==> config.mk <==
export PLATFORM = sky130hd
export DESIGN_NAME = sht40_measure_sequencer
export DESIGN_NICKNAME = d
export VERILOG_FILES = /design/src/rtl/sht40_measure_sequencer.sv
export SDC_FILE = /design/constraint.sdc
export NUM_CORES = 1
export LEC_CHECK = 0
export CORE_MARGIN = 3
export CORE_UTILIZATION = 50
export DETAILED_ROUTE_END_ITERATION = 10
export PLACE_DENSITY = 0.72
export SLEW_MARGIN = 5
export SYNTH_ARGS = -nofsm -noshare
export SYNTH_HDL_FRONTEND = slang
export SYNTH_SLANG_ARGS = --single-unit
==> constraint.sdc <==
create_clock -name clk -period 8.7 [get_ports clk]
set_input_delay 1.305 -clock clk [delete_from_list [all_inputs] [get_ports clk]]
set_output_delay 1.305 -clock clk [all_outputs]
set_load 0.1 [all_outputs]
==> src/rtl/sht40_measure_sequencer.sv <==
// SHT40 measurement sequencer: command write, conversion wait, 6-byte read, CRC-8 check, publish; period or software trigger.
// Latency start->done = 1 + write bus + CONV_CYCLES + read bus + 32 + 1 cycles; requests outside IDLE are dropped. Build macro SHT_CRC_RETRY_EN enables one re-read after a CRC failure.
module sht40_measure_sequencer #(
   parameter logic [6:0] SHT_ADDR       = 7'h44,
   parameter logic [7:0] MEAS_CMD       = 8'hFD,
   parameter int         CONV_CYCLES    = 200000,
   parameter int         TIMEOUT_CYCLES = 65535,
   parameter int         PERIOD_CYCLES  = 0
) (
   input  logic        clk,
   input  logic        rst_n,
   input  logic        start,
   output logic        busy,
   output logic        done,
   output logic        err,
   output logic [1:0]  err_code,
   output logic [15:0] temp_raw,
   output logic [15:0] hum_raw,
   output logic        Processor_Ready,
   output logic [6:0]  Peripheral_Address,
   output logic [7:0]  Command_Data_Frames,
   output logic        r_or_w,
   output logic        i2c_writes,
   output logic [3:0]  SHT_Reads,
   output logic        CRC_Error,
   input  logic [2:0]  Master_State_Out,
   input  logic [3:0]  Output_Received_Counter,
   input  logic [7:0]  Data_Received
);
   localparam logic [3:0] S_IDLE = 4'd0, S_WR_LAUNCH = 4'd1, S_WR_WAIT = 4'd2, S_CONV = 4'd3,
                          S_RD_LAUNCH = 4'd4, S_RD_COLLECT = 4'd5, S_CHECK = 4'd6, S_ABORT = 4'd7,
                          S_AB_WAIT = 4'd8, S_DONE = 4'd9, S_ERROR = 4'd10;
   localparam logic [31:0] TO_LIM    = 32'(TIMEOUT_CYCLES);
   localparam logic [31:0] CONV_LAST = (CONV_CYCLES > 0) ? 32'(CONV_CYCLES - 1) : 32'd0;
   localparam logic [31:0] PER_LAST  = (PERIOD_CYCLES > 0) ? 32'(PERIOD_CYCLES - 1) : 32'd0;

   logic [3:0]  state, state_nxt;
   logic [31:0] cnt, per_cnt;
   logic        seen, temp_bad;
   logic [3:0]  orc_prev;
   logic [2:0]  nbytes;
   logic [7:0]  rx [6];
   logic [7:0]  crc, crc_in, crc_step;
   logic [1:0]  code_pend, crc_code;
   logic [15:0] word;
   logic        mst_idle, per_fire, req, capture, wd_exp, crc_bit, crc_fail, retry_ok;

   assign mst_idle = (Master_State_Out == 3'b000);
   assign per_fire = (PERIOD_CYCLES > 0) && (per_cnt == PER_LAST);
   assign req      = (state == S_IDLE) && (start || per_fire);
   assign capture  = (state == S_RD_COLLECT) && (Output_Received_Counter != orc_prev);
   assign wd_exp   = (cnt == TO_LIM);

   // One CRC bit per CHECK cycle: cnt 0..15 covers the temperature word, 16..31 the humidity word.
   assign word     = cnt[4] ? {rx[3], rx[4]} : {rx[0], rx[1]};
   assign crc_bit  = word[4'd15 - cnt[3:0]];
   assign crc_in   = (cnt[3:0] == 4'd0) ? 8'hFF : crc;
   assign crc_step = {crc_in[6:0], 1'b0} ^ ((crc_in[7] ^ crc_bit) ? 8'h31 : 8'h00);
   assign crc_fail = temp_bad || (crc_step != rx[5]);
   assign crc_code = temp_bad ? 2'b10 : 2'b11;

`ifdef SHT_CRC_RETRY_EN
   logic retried;
   assign retry_ok = !retried;
   always_ff @(posedge clk or negedge rst_n) begin
      if (!rst_n)
         retried <= 1'b0;
      else if (req)
         retried <= 1'b0;
      else if (state_nxt == S_RD_LAUNCH && state != S_CONV)
         retried <= 1'b1;
   end
`else
   assign retry_ok = 1'b0;
`endif

   always_comb begin
      state_nxt = state;
      case (state)
         S_IDLE:       if (req) state_nxt = S_WR_LAUNCH;
         S_WR_LAUNCH:  state_nxt = S_WR_WAIT;
         S_WR_WAIT:    if (seen && mst_idle) state_nxt = S_CONV;
                       else if (wd_exp) state_nxt = S_ERROR;
         S_CONV:       if (cnt >= CONV_LAST) state_nxt = S_RD_LAUNCH;
         S_RD_LAUNCH:  state_nxt = S_RD_COLLECT;
         S_RD_COLLECT: if (capture && nbytes == 3'd5) state_nxt = S_CHECK;
                       else if (!capture && ((seen && mst_idle) || wd_exp)) state_nxt = S_ERROR;
         S_CHECK:      if (cnt[4:0] == 5'd31) begin
                          if (!crc_fail) state_nxt = S_DONE;
                          else if (!mst_idle) state_nxt = S_ABORT;
                          else state_nxt = retry_ok ? S_RD_LAUNCH : S_ERROR;
                       end
         S_ABORT:      state_nxt = S_AB_WAIT;
         S_AB_WAIT:    if (mst_idle) state_nxt = retry_ok ? S_RD_LAUNCH : S_ERROR;
                       else if (wd_exp) state_nxt = S_ERROR;
         default:      state_nxt = S_IDLE;
      endcase
   end

   always_ff @(posedge clk or negedge rst_n) begin
      if (!rst_n) begin
         state     <= S_IDLE;
         cnt       <= '0;
         per_cnt   <= '0;
         seen      <= 1'b0;
         temp_bad  <= 1'b0;
         orc_prev  <= '0;
         nbytes    <= '0;
         crc       <= '0;
         code_pend <= '0;
         err_code  <= '0;
         temp_raw  <= '0;
         hum_raw   <= '0;
         r_or_w    <= 1'b1;
         for (int i = 0; i < 6; i++) rx[i] <= '0;
      end else begin
         state    <= state_nxt;
         orc_prev <= Output_Received_Counter;
         // Shared counter: conversion wait, per-phase watchdog and CRC bit index.
         if (state_nxt != state || capture || state == S_IDLE)
            cnt <= '0;
         else
            cnt <= cnt + 32'd1;
         seen <= (state_nxt != state) ? 1'b0 : (seen | !mst_idle);
         if (req)
            per_cnt <= '0;
         else if (state == S_IDLE && PERIOD_CYCLES > 0)
            per_cnt <= per_cnt + 32'd1;
         if (state == S_RD_LAUNCH)
            nbytes <= '0;
         else if (capture) begin
            rx[nbytes] <= Data_Received;
            nbytes     <= nbytes + 3'd1;
         end
         if (state == S_CHECK) begin
            crc <= crc_step;
            if (cnt[4:0] == 5'd15) temp_bad <= (crc_step != rx[2]);
            if (cnt[4:0] == 5'd31) code_pend <= crc_code;
         end
         if (req)
            err_code <= 2'b00;
         else if (state_nxt == S_ERROR) begin
            if (state == S_CHECK) err_code <= crc_code;
            else if (state == S_AB_WAIT && mst_idle) err_code <= code_pend;
            else err_code <= 2'b01;
         end
         if (state == S_CHECK && state_nxt == S_DONE) begin
            temp_raw <= {rx[0], rx[1]};
            hum_raw  <= {rx[3], rx[4]};
         end
         if (state_nxt == S_WR_LAUNCH) r_or_w <= 1'b1;
         else if (state_nxt == S_RD_LAUNCH) r_or_w <= 1'b0;
      end
   end

   assign busy                = (state != S_IDLE);
   assign done                = (state == S_DONE);
   assign err                 = (state == S_ERROR);
   assign Processor_Ready     = (state == S_WR_LAUNCH) || (state == S_RD_LAUNCH);
   assign CRC_Error           = (state == S_ABORT);
   assign Peripheral_Address  = SHT_ADDR;
   assign Command_Data_Frames = MEAS_CMD;
   assign i2c_writes          = 1'b0;
   assign SHT_Reads           = 4'd5;
endmodule

==> Word-level counts from Yosys, hierarchy flattened <==
Cells that the tools add are included.
{ "op_classes": {"add_sub_neg": 3, "magnitude_cmp": 4, "n_eq_ne": 22, "mux": 30, "bitwise_logic": 5, "n_reduce_logical": 25} }
{ "op_table": {"columns": ["operator", "count"], "rows": [
  ["$bwmux 48", 1],
  ["$mux 4", 10],
  ["$pmux 4 s9", 1],
  ["$add 32x1->32 const B", 1],
  ["$eq 32x16->1 const B", 1],
  ["$ge 32x18->1 const B", 1],
  ["$mux 32", 1],
  ["$demux 8 s3", 1],
  ["$eq 4x3->1 const B", 5],
  ["$eq 4x4->1 const B", 5],
  ["$mux 16", 1],
  ["$mux 8", 2],
  ["$ne 8x8->1", 2],
  ["$eq 4x1->1 const B", 2],
  ["$eq 4x2->1 const B", 2],
  ["$logic_and 1x1->1", 8],
  ["$logic_not 4->1", 2],
  ["$mux 2", 4],
  ["$ne 4x4->1", 2],
  ["$xor 8x6->8", 1],
  ["$mux 3", 2],
  ["$mux 6", 1],
  ["$reduce_and 2->1", 3],
  ["$reduce_bool 2->1", 3],
  ["other kinds (18)", 27]
]} }
{ "totals": {"reg_bits": 138, "in_bits": 18, "output_inout_bits": 60, "wordCells": 107} }

==> Logic depth before layout (Yosys ltp) <==
{ "depth": {"depth_word": 15, "depth_mapped": 13, "ltp_nobuf": 10} }

==> Worst setup path before layout <==
OpenSTA, ideal clock, no wires.
{ "synth_path": {"kind": "register to output", "start": "reg state[0]", "end": "out Processor_Ready", "t_arrival_ns": 2.819, "slack_ns": 4.576, "stages_incl_launch_ff": 4, "path_buffers": 1, "cell_sequence": "dfrtp_1 clkbuf_1 xnor2_1 nor3_1"} }
{ "synth_via": {"elab_chain_cells": 2, "elab_cells_between_ends": 3, "classes_between": "2 x eq/ne; 1 x reduce/logical"} }
{ "synth_rtl": {"columns": ["item", "line", "text"], "rows": [
  ["start: declaration", "37", "logic [3:0] state, state_nxt;"],
  ["start signal: assignment", "117", "state <= state_nxt;"],
  ["$eq 4x1->1 / $eq 4x3->1 (equally long branches)", "159", "assign Processor_Ready = (state == S_WR_LAUNCH) || (state == S_RD_LAUNCH);"],
  ["$logic_or 1x1->1 *", "159", null],
  ["end: declaration", "19", "output logic Processor_Ready,"]
]} }
Every way passes the cells marked *; elsewhere a longest branch is shown, timed or not.

==> Worst setup path after layout <==
{ "layout_path": {"start": "in Output_Received_Counter[2]", "end": "reg cnt[25]"} }
{ "layout_via": {"elab_chain_cells": 11, "elab_cells_between_ends": 12, "classes_between": "2 x eq/ne; 4 x mux; 6 x reduce/logical"} }
{ "layout_rtl": {"columns": ["item", "line", "text"], "rows": [
  ["start: declaration", "27", "input logic [3:0] Output_Received_Counter,"],
  ["$ne 4x4->1 *", "51", "assign capture = (state == S_RD_COLLECT) && (Output_Received_Counter != orc_prev);"],
  ["$logic_and 1x1->1 *", "51", null],
  ["$logic_not 1->1", "87", "else if (!capture && ((seen && mst_idle) || wd_exp)) state_nxt = S_ERROR;"],
  ["$logic_and 1x1->1", "87", null],
  ["$mux 4", "87", null],
  ["$mux 4", "86", "S_RD_COLLECT: if (capture && nbytes == 3'd5) state_nxt = S_CHECK;"],
  ["$pmux 4 s9", "79", "case (state)"],
  ["$ne 4x4->1", "120", "if (state_nxt != state || capture || state == S_IDLE)"],
  ["$logic_or 1x1->1 * (2 in a row)", "120", null],
  ["$mux 32 *", "120", null],
  ["end signal: assignment", "123", "cnt <= cnt + 32'd1;"],
  ["end: declaration", "38", "logic [31:0] cnt, per_cnt;"]
]} }
Marks and branches as above.
A chain may end at the register's enable or synchronous reset.

==> flow_summary.ini <==
[floorplan]
dieHeight_um = 125
start_util_pct = 52.2
pin_count = 78
die_area_um2 = 15600
fp-row-count = 42
die_w_um = 125
coreArea_um2 = 13600

[cells_and_area]
fillers = 1091
area_growth_syn_to_layout_pct = 17.6
seqCellArea_um2 = 3450
multi_input_area_um2 = 3370
nets = 707
antenna_cells = 0
final_util_pct = 61.4
fin_cells = 871
drive_gt1_share_pct = 19.3

[yosys]
netlist_area_um2 = 7080
synth_top_cell_by_area = dfrtp_1
synth_common_cells = dfrtp_1, nor2_1, mux2_2
synth_top_area_share_pct = 48.5
synth_edf_count = 0
synthXorXnorAreaFrac_pct = 5.84
synthSimpleGateAreaFrac_pct = 14.2
async_flop_share_pct = 100
synth_compound_area_share_pct = 6.83
synth-adder-area-share_pct = 1.06
synth_top_family_by_area = multiplexers
netlist_instances = 634
yosys_warnings = 0
synth_most_common_cell = dfrtp_1
synthMuxAreaShare_pct = 18.4
synthFlopType = dfrtp_1
synth-seq-area-share_pct = 48.8
synth_cell_types = 61
avgSynthCellArea_um2 = 11.2
synth_seq_cells = 138
synth_area_leaders = dfrtp_1, mux2_2, mux2_4, nor2_1, xor2_1

[drt]
routed_via_density = 5.69
dr.pass1.iters = 5
drc = 0
finalWirelength_um = 15400
routedWlPerCell_um = 17.7
ant_nets = 0
vias = 4955
drtIter0Drc = 478

[placed_design]
dp_hpwl_um = 10300
place.gp.congestion = 0.886
port_buffers = 57
placed_cells = 840

[sta]
hold_viol = 0
slew_viol_final = 0
max_freq_mhz = 222
setup_tns_ns = 0
clock_skew_ns = 0.00862
setup_viol_count_final = 0
max_slew_margin_pct = 21.5
period_share_pct = 51.8
rsz0062_at_grt = no
hold_ws_ns = 0.456
worstMarginPinSlew_ns = 1.17
min_period_ns = 4.51

[cts]
cts.clk_slew.worst_paths_ns = 0.06
numCtsBuffers = 17
post_cts_buffers = 0
cts_tree = built
postCtsHoldBufs = 0
cts_max_path_buffers = 2
cts-htree-levels = 4
cts-root-buf = clkbuf_16
cts_resized = 0
cts_sinks = 138
insertion_delay_ns = 0.42

[critical_path]
reg2reg_from = cnt[1]
crit_arrival_ns = 4.76
crit_type = input port to flop
worstPathMaxFanout = 32
reg2reg_setup_slack_ns = 4.66
critical_path_required_ns = 8.95
reg2reg_depth = 9
start_kind = input port
r2r_end = cnt[25]
crit_path_end_kind = flop

[grt]
grt_overflow_total = 0
track_usage_pct = 20.4
grt_max_degree = 81
antenna_found_initial = 0
grt_pass1_wl_um = 26000
grt_pass1_vias = 5093

[hold_path]
holdPathEnd = r_or_w
hold_path_depth = 2
hp-class = flop to flop
hold_path.startpoint = r_or_w

[flow_run]
drv_cap = 0

[power]
leakagePower_nw = 3.74
power_density_nw_per_um2 = 226
ir_drop_mv = 0.148
total_power_mw = 1.88

[outcome]
outcome = finished clean
layout make-up:
class                   instances  area share, %
clock buffers                  20           5.37
clock inverters                11           2.32
inverters                      13          0.586
multi-input cells             453           40.4
flip-flops and latches        138           41.5
well taps                     176           2.65
repair buffers                 60           7.14
flip-flops by register name, indices dropped and copies added (netlist names):
| register | cells |
|---|---|
| temp_bad | 1 |
| cnt | 32 |
| hum_raw | 16 |
| code_pend | 2 |
| crc | 8 |
| temp_raw | 16 |
| err_code | 2 |
| state | 4 |
| nbytes | 3 |
| r_or_w | 1 |
| rx | 48 |
| orc_prev | 4 |
| seen | 1 |
where the power goes:
group,internal [mW],total (mW),switching (mW)
Combinational,0.124,0.400,0.275
Clock,0.515,0.785,0.269
Sequential,0.654,0.695,0.0409
Total,1.29,1.88,0.586
worst max-delay path, stage by stage:
cell	delay, ns
clkdlybuf4s50_1	0.44
xor2_1	0.17
o41ai_2	0.98
a21oi_1	0.15
a31oi_1	0.34
o221ai_1	0.18
o211ai_1	0.14
o22a_1	0.91
nor2_1	0.13
layer usage:
metal	track usage, %	share of wire [%]
met1	27.1	44
met2	33.0	49
met3	5.42	4.4
met4	6.63	2.1
met5	0	0
logic make-up (layout without fill, tap and decap cells):
kind of cell / after synthesis / in the layout
adder cells (fa/ha/maj): 6 / 6
AO/OA/AOI/OAI: 72 / 72
flip-flops: 138 / 138
multiplexers: 102 / 102
other: 2 / 20
XOR/XNOR: 45 / 45
buffers and inverters: 61 / 104
AND/OR/NAND/NOR: 208 / 208
per-stage QoR:
stage,instance area (um^2),setup WS (ns)
floorplan,7140,4.58
global placement,7680,4.06
detailed placement,7680,3.81
CTS,8320,4.18
global route,8320,3.79
finish,8320,4.19
cell usage in the layout, fill, tap and decap left out, types with 4 or more instances in the layout:
cell               n
nor2_1            72
nand3_1           22
mux2i_1           13
ha_1               6
mux4_2             5
nand2b_1           5
and3_1            11
bufinv_16          5
conb_1            20
inv_1             13
and2_1             8
a21oi_1            9
nand4_1            9
dfrtp_1          137
mux2_4            30
mux2_2            54
a31oi_1            5
nor4_1             5
nand2_1           41
nor3_1            12
xor2_1            25
nor2b_1            4
clkdlybuf4s50_1   56
clkbuf_16         17
xnor2_1           19
o21ai_0           24
or4_1              4
worst max-delay path by stage:
stage / start / endpoint / cells past startpoint
after floorplan: state[0] / Processor_Ready / 3
after global placement: Output_Received_Counter[2] / cnt[27] / 9
after detailed placement: Output_Received_Counter[2] / cnt[19] / 9
after CTS: Output_Received_Counter[2] / cnt[25] / 9
after global routing: Output_Received_Counter[2] / cnt[25] / 9
final: Output_Received_Counter[2] / cnt[25] / 9
Note: power is estimated with default switching activity, not from simulation.
